`config.mk`:
```
export PLATFORM = sky130hd
export DESIGN_NAME = mem_bank
export DESIGN_NICKNAME = d
export VERILOG_FILES = /design/src/rtl/mem_bank_pkg.sv /design/src/rtl/mem_bank_decode.sv /design/src/rtl/mem_bank.sv
export SDC_FILE = /design/constraint.sdc
export NUM_CORES = 1
export LEC_CHECK = 0
export BUFFER_PORTS_ARGS = -buffer_cell sky130_fd_sc_hd__buf_2
export CAP_MARGIN = 20
export CORE_MARGIN = 2
export CORE_UTILIZATION = 55
export CTS_CLUSTER_DIAMETER = 80
export DETAILED_ROUTE_END_ITERATION = 16
export GPL_ROUTABILITY_DRIVEN = 1
export PLACE_DENSITY = 0.81
export SETUP_SLACK_MARGIN = 0.02
export SLEW_MARGIN = 10
export SYNTH_ARGS = -nofsm -noshare
export SYNTH_HDL_FRONTEND = slang
export SYNTH_SLANG_ARGS = --single-unit
```
`constraint.sdc`:
```
create_clock -name clk -period 1.8 [get_ports clk]
set_input_delay 0.18 -clock clk [delete_from_list [all_inputs] [get_ports clk]]
set_output_delay 0.18 -clock clk [all_outputs]
set_load 0.1 [all_outputs]
```
`src/rtl/mem_bank_pkg.sv`:
```
// mem_bank shared types
// FSM states, op codes and index-width helper
package mem_bank_pkg;

  typedef enum logic [1:0] {
    IDLE,
    ACCESS,
    HOLD
  } state_t;

  typedef enum logic {
    OP_RD,
    OP_WR
  } op_t;

  function automatic int idx_w(input int n);
    return (n > 1) ? $clog2(n) : 1;
  endfunction

endpackage

```
`src/rtl/mem_bank_decode.sv`:
```
// mem_bank address decoder
// Range/alignment check and word index
module mem_bank_decode
  import mem_bank_pkg::*;
#(
  parameter int ADDR_W = 32,
  parameter int NREGS  = 8,
  parameter logic [ADDR_W-1:0] BASE = 32'h1000_0000
) (
  input  logic [ADDR_W-1:0]        Dir_Mem,
  output logic                     valid,
  output logic [idx_w(NREGS)-1:0]  idx
);

  localparam int IDX_W = idx_w(NREGS);

  logic [ADDR_W-1:0] w_off;

  assign w_off = Dir_Mem - BASE;

  // BASE is aligned to the bank size, so a zero
  // offset above the index bits means in range
  assign valid = (Dir_Mem >= BASE)
              && (w_off[ADDR_W-1:IDX_W+2] == '0)
              && (w_off[1:0] == 2'b00);

  assign idx = w_off[IDX_W+1:2];

endmodule

```
`src/rtl/mem_bank.sv`:
```
// mem_bank top
// Strobed word bank with ack, error and byte enables
module mem_bank
  import mem_bank_pkg::*;
#(
  parameter int DATA_W = 32,
  parameter int ADDR_W = 32,
  parameter int NREGS  = 8,
  parameter logic [ADDR_W-1:0] BASE   = 32'h1000_0000,
  parameter logic [DATA_W-1:0] DEF_RD = 32'h0000_000F
) (
  input  logic                clk,
  input  logic                rst_n,
  input  logic                Mem_rd,
  input  logic                Mem_wr,
  input  logic [DATA_W/8-1:0] Mem_be,
  input  logic [ADDR_W-1:0]   Dir_Mem,
  input  logic [DATA_W-1:0]   Dato_Mem_in,
  output logic [DATA_W-1:0]   Dato_Mem_out,
  output logic                Mem_ack,
  output logic                Mem_err
);

  localparam int NB    = DATA_W / 8;
  localparam int IDX_W = idx_w(NREGS);

  state_t            r_state;
  state_t            w_state_nxt;
  op_t               r_op;
  logic [IDX_W-1:0]  r_idx;
  logic              r_valid;
  logic [NB-1:0]     r_be;
  logic [DATA_W-1:0] r_wdata;
  logic [DATA_W-1:0] r_mem [NREGS];
  logic [DATA_W-1:0] r_dout;
  logic              r_ack;
  logic              r_err;

  logic              w_req;
  logic              w_bus_idle;
  logic              w_latch;
  logic              w_exec;
  logic              w_dec_valid;
  logic [IDX_W-1:0]  w_dec_idx;

  assign w_req      = ~Mem_rd | ~Mem_wr;
  assign w_bus_idle = Mem_rd & Mem_wr;

  mem_bank_decode #(
    .ADDR_W (ADDR_W),
    .NREGS  (NREGS),
    .BASE   (BASE)
  ) u_decode (
    .Dir_Mem (Dir_Mem),
    .valid   (w_dec_valid),
    .idx     (w_dec_idx)
  );

  // State register
  always_ff @(posedge clk or negedge rst_n) begin
    if (!rst_n) r_state <= IDLE;
    else        r_state <= w_state_nxt;
  end

  // Next state and per-state strobes
  always_comb begin
    w_state_nxt = r_state;
    w_latch     = 1'b0;
    w_exec      = 1'b0;
    unique case (r_state)
      IDLE: begin
        if (w_req) begin
          w_latch     = 1'b1;
          w_state_nxt = ACCESS;
        end
      end
      ACCESS: begin
        w_exec      = 1'b1;
        w_state_nxt = HOLD;
      end
      HOLD: begin
        if (w_bus_idle) w_state_nxt = IDLE;
      end
      default: w_state_nxt = IDLE;
    endcase
  end

  // Capture the request at the accepting edge
  always_ff @(posedge clk or negedge rst_n) begin
    if (!rst_n) begin
      r_op    <= OP_RD;
      r_idx   <= '0;
      r_valid <= 1'b0;
      r_be    <= '0;
      r_wdata <= '0;
    end else if (w_latch) begin
      r_op    <= Mem_rd ? OP_WR : OP_RD;
      r_idx   <= w_dec_idx;
      r_valid <= w_dec_valid;
      r_be    <= Mem_be;
      r_wdata <= Dato_Mem_in;
    end
  end

  // Byte-enabled storage update
  always_ff @(posedge clk or negedge rst_n) begin
    if (!rst_n) begin
      for (int i = 0; i < NREGS; i++)
        r_mem[i] <= '0;
    end else if (w_exec && r_op == OP_WR && r_valid) begin
      for (int k = 0; k < NB; k++)
        if (r_be[k])
          r_mem[r_idx][k*8 +: 8] <= r_wdata[k*8 +: 8];
    end
  end

  // Registered ack, error and read data
  always_ff @(posedge clk or negedge rst_n) begin
    if (!rst_n) begin
      r_ack  <= 1'b0;
      r_err  <= 1'b0;
      r_dout <= '0;
    end else begin
      r_ack <= w_exec;
      r_err <= w_exec & ~r_valid;
      if (w_exec && r_op == OP_RD)
        r_dout <= r_valid ? r_mem[r_idx] : DEF_RD;
    end
  end

  assign Dato_Mem_out = r_dout;
  assign Mem_ack      = r_ack;
  assign Mem_err      = r_err;

endmodule

```
==> flow_summary.toml, run 1 <==
[layout]
area_growth_pct = 21.49
n_antenna_cell = 0
fill_cells = 1715
final_nets = 1236
layout-drive-gt1-share_pct = 53.32

[timing]
setup_violations = 10
tightest_slew_ps = 496.8
fmaxAchievable_mhz = 551.6
fin_tns_setup_ps = -61.56
drv_slew = 0
hold_violations = 0
rsz0062_at_grt = "true"
period_share_pct = 100.7
finalCriticalPeriod_ps = 1813
relSlewSlack_pct = 67.11
fin_ws_ps = -12.98
skew_ps = 15.31

[power_and_ir_drop]
p_leak_uw = 0.008777
p_per_area_nw_per_um2 = 1242
peakVddDrop_v = 0.001126
power.total_uw = 22000

[drt]
top_layer = "met4"
dr.pass1.iters = 5
via_per_inst = 6.058
wire_per_inst_um = 22.55
drt_wl_total_um = 34360
wl_met1_um = 14790
drt.antenna.violating_nets = 0
drc = 0
drt-initial-drc-count = 608
dr_wl_met2_um = 16780
met3_length_um = 1977
vias = 9233

[critical_path]
worstSetupPathDepth = 4
cp_data_arrival_time_ps = 2210
cp_max_fo = 8
crit_buf_inv = 0
cp_slowest_stage_delay_ps = 370
critPathTopFamily = "simple AND/OR/NAND/NOR gates"
rr_worst_depth = 4
crit_path_top_delay_cell = "dfrtp_1"
required_ps = 2200
cp_cell_sequence = "and4b_2, and2_2, nand3_2, mux2_2"
critPathKind = "flip-flop to flip-flop"
start_kind = "flip-flop"
end_kind = "flip-flop"

[synthesis]
syn_avg_cell_area_um2 = 15.27
syn_inst = 955
yosys.cell_count.top_type = "dfrtp_1"
yosysWarnings = 0
yosys.area.top_type = "dfrtp_1"
synth_common_cells = "dfrtp_1 (333), mux2_2 (300), mux4_2 (36)"
synth_edf_count = 0
synthArstFlopShare_pct = 100.0
syn-num-nets = 1028
synth_top_area_share_pct = 57.15
synthTopCellsByArea = "dfrtp_1 (57%), mux2_2 (23%), mux4_2 (5.6%), mux2i_1 (1.9%), a221oi_1 (1.4%)"
synth_top_flop_cell = "dfrtp_1"
synth.distinct_cells = 53
seq_area_frac_synth_pct = 57.15
ys_ff_latch = 333
netlist_area_um2 = 14580

[global_route]
grt_util_all_layers_pct = 24.84
first_global_vias = 9797
grt_pass1_wl_um = 54480
grt-ovfl-total = 0
antenna_found_initial = 0
grt_start_max_net_pins = 85

[placement]
post-place-ws_ps = 7.327
dpl.hpwl_um = 21040
gp_congestion = 0.7739
portBuffers = 105

[cts]
clock_sinks = 333
root_buffer = "clkbuf_16"
cts_buffer_depth = 3
cts_made_buffers = 35
htreeDepth = 2
clk_latency_ps = 520
cts_tree = "built"
path_clk_slew_ps = 60

[floorplanning]
die_x_um = 166.8
row_count = 59
coreArea_um2 = 26060
io_pins = 106
dieArea_um2 = 27830
die-height_um = 166.8
start_util_pct = 55.96

[outcome]
violations = "negative setup slack"
status = "finished with violations"

[run]
maxCapViolCount = 0

[hold_path]
hold_path_class = "input port to async pin"
-- area by class of cell --
type / instances / area, um^2 / share of cell area, %
clock buffer: 54 / 1079 / 6.088
tap: 335 / 419.2 / 2.366
multi-input combinational: 576 / 6122 / 34.56
sequential: 333 / 8341 / 47.08
clock inverter: 9 / 85.08 / 0.4803
inverter: 6 / 25.02 / 0.1413
timing repair buffer: 211 / 1644 / 9.281
-- power by group --
part	leakage [uW]	switching (uW)	total, uW	internal [uW]
Combinational	0.00366	3190	5720	2530
Sequential	0.00454	1080	9090	8010
Clock	0.000580	2910	7190	4280
-- metrics by stage --
stage | cell area (um^2) | std cells | hold WS [ps] | util (%)
floorplan | 14580 | 955 | -115.6 | -
global placement | 15890 | 1414 | 103.2 | 60.97
detailed placement | 15890 | 1414 | 103.4 | 60.97
CTS | 17510 | 1519 | 149.4 | 67.20
global route | 17710 | 1524 | 172.3 | 67.98
finish | 17710 | 1524 | 152.6 | 67.98
-- worst register-to-register path: stages, from the launching register on --
cell and delay, ps:
dfrtp_1 370, and4b_2 320, and2_2 330, nand3_2 310
mux2_2 370
-- per-layer routing --
metal / vias up / track usage, %
met4: 0 / 8.133
met2: 321 / 40.04
met3: 69 / 3.683
met1: 4842 / 35.12
li1: 4001 / -
met5: - / 0
-- flip-flops by register name (all words and copies together), names as in the netlist --
| name | cells |
|---|---|
| r_op | 1 |
| Mem_ack | 1 |
| r_mem | 256 |
| r_be | 4 |
| r_valid | 1 |
| Mem_err | 1 |
| Dato_Mem_out | 32 |
| r_state | 2 |
| r_idx | 3 |
| r_wdata | 32 |
-- final timing paths --
| check | start | endpoint | slack (ps) |
|---|---|---|---|
| max | r_state[1]$_DFFE_PN0P_ | r_mem[40]$_DFFE_PN0P_ | -10 |
| min | rst_n | r_mem[165]$_DFFE_PN0P_ | 150 |
| max reg2reg | r_state[1]$_DFFE_PN0P_ | r_mem[40]$_DFFE_PN0P_ | -10 |
| min reg2reg | Dato_Mem_out[25]$_DFFE_PN0P_ | Dato_Mem_out[25]$_DFFE_PN0P_ | 480 |
| max in group asynchronous | rst_n | r_mem[28]$_DFFE_PN0P_ | 890 |
| min in group clk | Dir_Mem[8] | r_valid$_DFFE_PN0P_ | 190 |
-- cells by family (layout without fill, tap and decap cells) --
group	Yosys count	after routing	share of synthesized area, %
XOR/XNOR	1	1	0.06008
multiplexers	371	371	31.20
buffers and inverters	46	280	1.913
AND/OR/NAND/NOR	110	110	5.020
AO/OA/AOI/OAI	93	93	4.574
flip-flops	333	333	57.15
adder cells (fa/ha/maj)	1	1	0.08579
-- what timing repair did --
item	CTS	global route
pin swaps	0	3
setup endpoints to repair	46	207
setup buffers	0	3
cloned	0	2
gates resized for setup	9	36
hold buffers	42	0
endpoints found under the hold margin	189	0
-- placed cells by master, fill, tap and decap left out, types with 10 or more instances in the layout --
| cell type | instances |
|---|---|
| dfrtp_1 | 331 |
| o21ai_0 | 19 |
| nand2_2 | 16 |
| buf_2 | 104 |
| clkbuf_8 | 11 |
| buf_12 | 11 |
| nand2_1 | 29 |
| buf_4 | 46 |
| mux2_2 | 300 |
| a221oi_1 | 15 |
| clkbuf_16 | 38 |
| mux4_2 | 36 |
| nand3_4 | 10 |
| dlygate4sd3_1 | 42 |
| mux2i_1 | 26 |
No activity file was read; power rests on OpenSTA's default activity.
==> run 2: changes to the inputs <==
--- a/config.mk
+++ b/config.mk
@@ -7,12 +7,15 @@
 export LEC_CHECK = 0
 export BUFFER_PORTS_ARGS = -buffer_cell sky130_fd_sc_hd__buf_2
 export CAP_MARGIN = 20
+export CELL_PAD_IN_SITES_DETAIL_PLACEMENT = 0
+export CELL_PAD_IN_SITES_GLOBAL_PLACEMENT = 1
 export CORE_MARGIN = 2
-export CORE_UTILIZATION = 55
+export CORE_UTILIZATION = 51
 export CTS_CLUSTER_DIAMETER = 80
 export DETAILED_ROUTE_END_ITERATION = 16
 export GPL_ROUTABILITY_DRIVEN = 1
-export PLACE_DENSITY = 0.81
+export PLACE_DENSITY = 0.87
+export REMOVE_ABC_BUFFERS = 1
 export SETUP_SLACK_MARGIN = 0.02
 export SLEW_MARGIN = 10
 export SYNTH_ARGS = -nofsm -noshare
==> flow_summary.toml, run 2 (synthesized netlist as in run 1, its figures left out) <==
[cts]
path_clk_slew_ps = 60
cts_made_buffers = 35
cts_tree = "built"
cts_buffer_depth = 3
clk_latency_ps = 510
clock_sinks = 333
htreeDepth = 2
root_buffer = "clkbuf_16"

[global_route]
antenna_found_initial = 0
first_global_vias = 9649
grt_start_max_net_pins = 53
grt_pass1_wl_um = 54170
grt-ovfl-total = 0
grt_util_all_layers_pct = 22.96

[timing]
relSlewSlack_pct = 66.30
tightest_slew_ps = 505.6
fin_ws_ps = 24.88
hold_violations = 0
finalCriticalPeriod_ps = 1775
skew_ps = 18.02
setup_violations = 0
period_share_pct = 98.62
drv_slew = 0
fmaxAchievable_mhz = 563.3
rsz0062_at_grt = "true"

[floorplanning]
die_x_um = 173.1
dieArea_um2 = 29960
row_count = 61
io_pins = 106
coreArea_um2 = 27930
die-height_um = 173.1
start_util_pct = 52.20

[critical_path]
critPathKind = "flip-flop to flip-flop"
cp_max_fo = 22
end_kind = "flip-flop"
r2r_start = "r_idx[2]$_DFFE_PN0P_"
critPathTopFamily = "compound AO/OA/AOI/OAI gates"
crit_path_top_delay_cell = "dfrtp_4"
rrSetupSlack_ps = 20
cp_slowest_stage_delay_ps = 500
crit_start = "r_idx[2]$_DFFE_PN0P_"
crit_buf_inv = 1
required_ps = 2190
cp_cell_sequence = "buf_12, mux2_2, a221oi_1, o22ai_1, a22o_1"
start_kind = "flip-flop"
cp_data_arrival_time_ps = 2160

[placement]
post-place-ws_ps = -32.05
gp_congestion = 0.8074
dpl.hpwl_um = 21710
portBuffers = 105
placedCellCount = 1463

[outcome]
status = "completed"

[drt]
vias = 9105
via_per_inst = 5.792
drc = 0
dr.pass1.iters = 4
drt.antenna.violating_nets = 0
drt_wl_total_um = 33790
wire_per_inst_um = 21.49
drt-initial-drc-count = 618

[layout]
final_core_util_pct = 64.00
instances_no_fill = 1572
area_growth_pct = 22.61
final_cell_mix = "dfrtp_1 (330), mux2_2 (300), buf_2 (104)"
fill_cells = 2069
largest_reg_flops = 256
final_nets = 1243
final_common_cell = "dfrtp_1"
layout-drive-gt1-share_pct = 53.18
largest-register = "r_mem"
n_antenna_cell = 0

[hold_path]
hold_path_class = "input port to flip-flop"
hold_start = "Dir_Mem[2]"

[power_and_ir_drop]
p_leak_uw = 0.008976
p_per_area_nw_per_um2 = 1233
peakVddDrop_v = 0.001142

[run]
maxCapViolCount = 0
[run 2: report_power, final]
part	internal [uW]	switching [uW]	total, uW
clock network	4260	2890	7150
registers	8010	1040	9050
logic	2590	3250	5830
total	14900	7180	22000
[run 2: area by class of cell]
| type | count | area, um^2 | area share (%) |
|---|---|---|---|
| clock inverters | 10 | 81.33 | 0.4549 |
| repair buffers | 218 | 1708 | 9.553 |
| multi-input cells | 576 | 6186 | 34.60 |
| inverters | 6 | 22.52 | 0.1260 |
| well taps | 378 | 473.0 | 2.645 |
| clock buffers | 51 | 1069 | 5.977 |
| flip-flops and latches | 333 | 8339 | 46.64 |
[run 2: worst paths after layout]
| kind | end | cells past startpoint |
|---|---|---|
| worst max-delay path | Dato_Mem_out[4]$_DFFE_PN0P_ | 5 |
| worst min-delay path | r_idx[0]$_DFFE_PN0P_ | 3 |
| worst max register to register | Dato_Mem_out[4]$_DFFE_PN0P_ | 5 |
| worst min register to register | Dato_Mem_out[25]$_DFFE_PN0P_ | 2 |
| max in group asynchronous | r_mem[3]$_DFFE_PN0P_ | 3 |
| min in group asynchronous | Dato_Mem_out[7]$_DFFE_PN0P_ | 2 |
[run 2: per-stage QoR]
step           power, uW  instance area [um^2]  TNS (ps)  hold WS (ps)
3_3_place_gp       14420                 16020         0         140.0
5_1_grt            22930                 17880    -27.79         37.44
6_report           22040                 17880         0         16.29
4_1_cts            21780                 17630     -1347         9.420
2_1_floorplan      11680                 14330   -537820        -115.6
3_5_place_dp       14490                 16020    -560.1         141.1
[run 2: worst min-delay path, cell delays in order]
cell     delay (ps)
buf_2            90
nand2_1          60
o21ai_0         150
[run 2: layer usage]
metal / GRT usage, % / up-vias / share of wire (%) / wire length (um)
li1: - / 4022 / - / -
met5: 0 / - / 0 / 0
met3: 3.100 / 59 / 4.4 / 1474
met4: 7.203 / 0 / 2.5 / 856
met1: 31.73 / 4793 / 44 / 14700
met2: 38.05 / 231 / 50 / 16760
[run 2: repair_timing]
item                                    4_1_cts  5_1_grt
endpoints found under the hold margin       114        0
pin swaps                                     2       12
hold buffers                                 40        0
gates resized for setup                      11       37
gates cloned                                  0        1
buffers inserted                              0        7
endpoints found under the setup margin       81      270
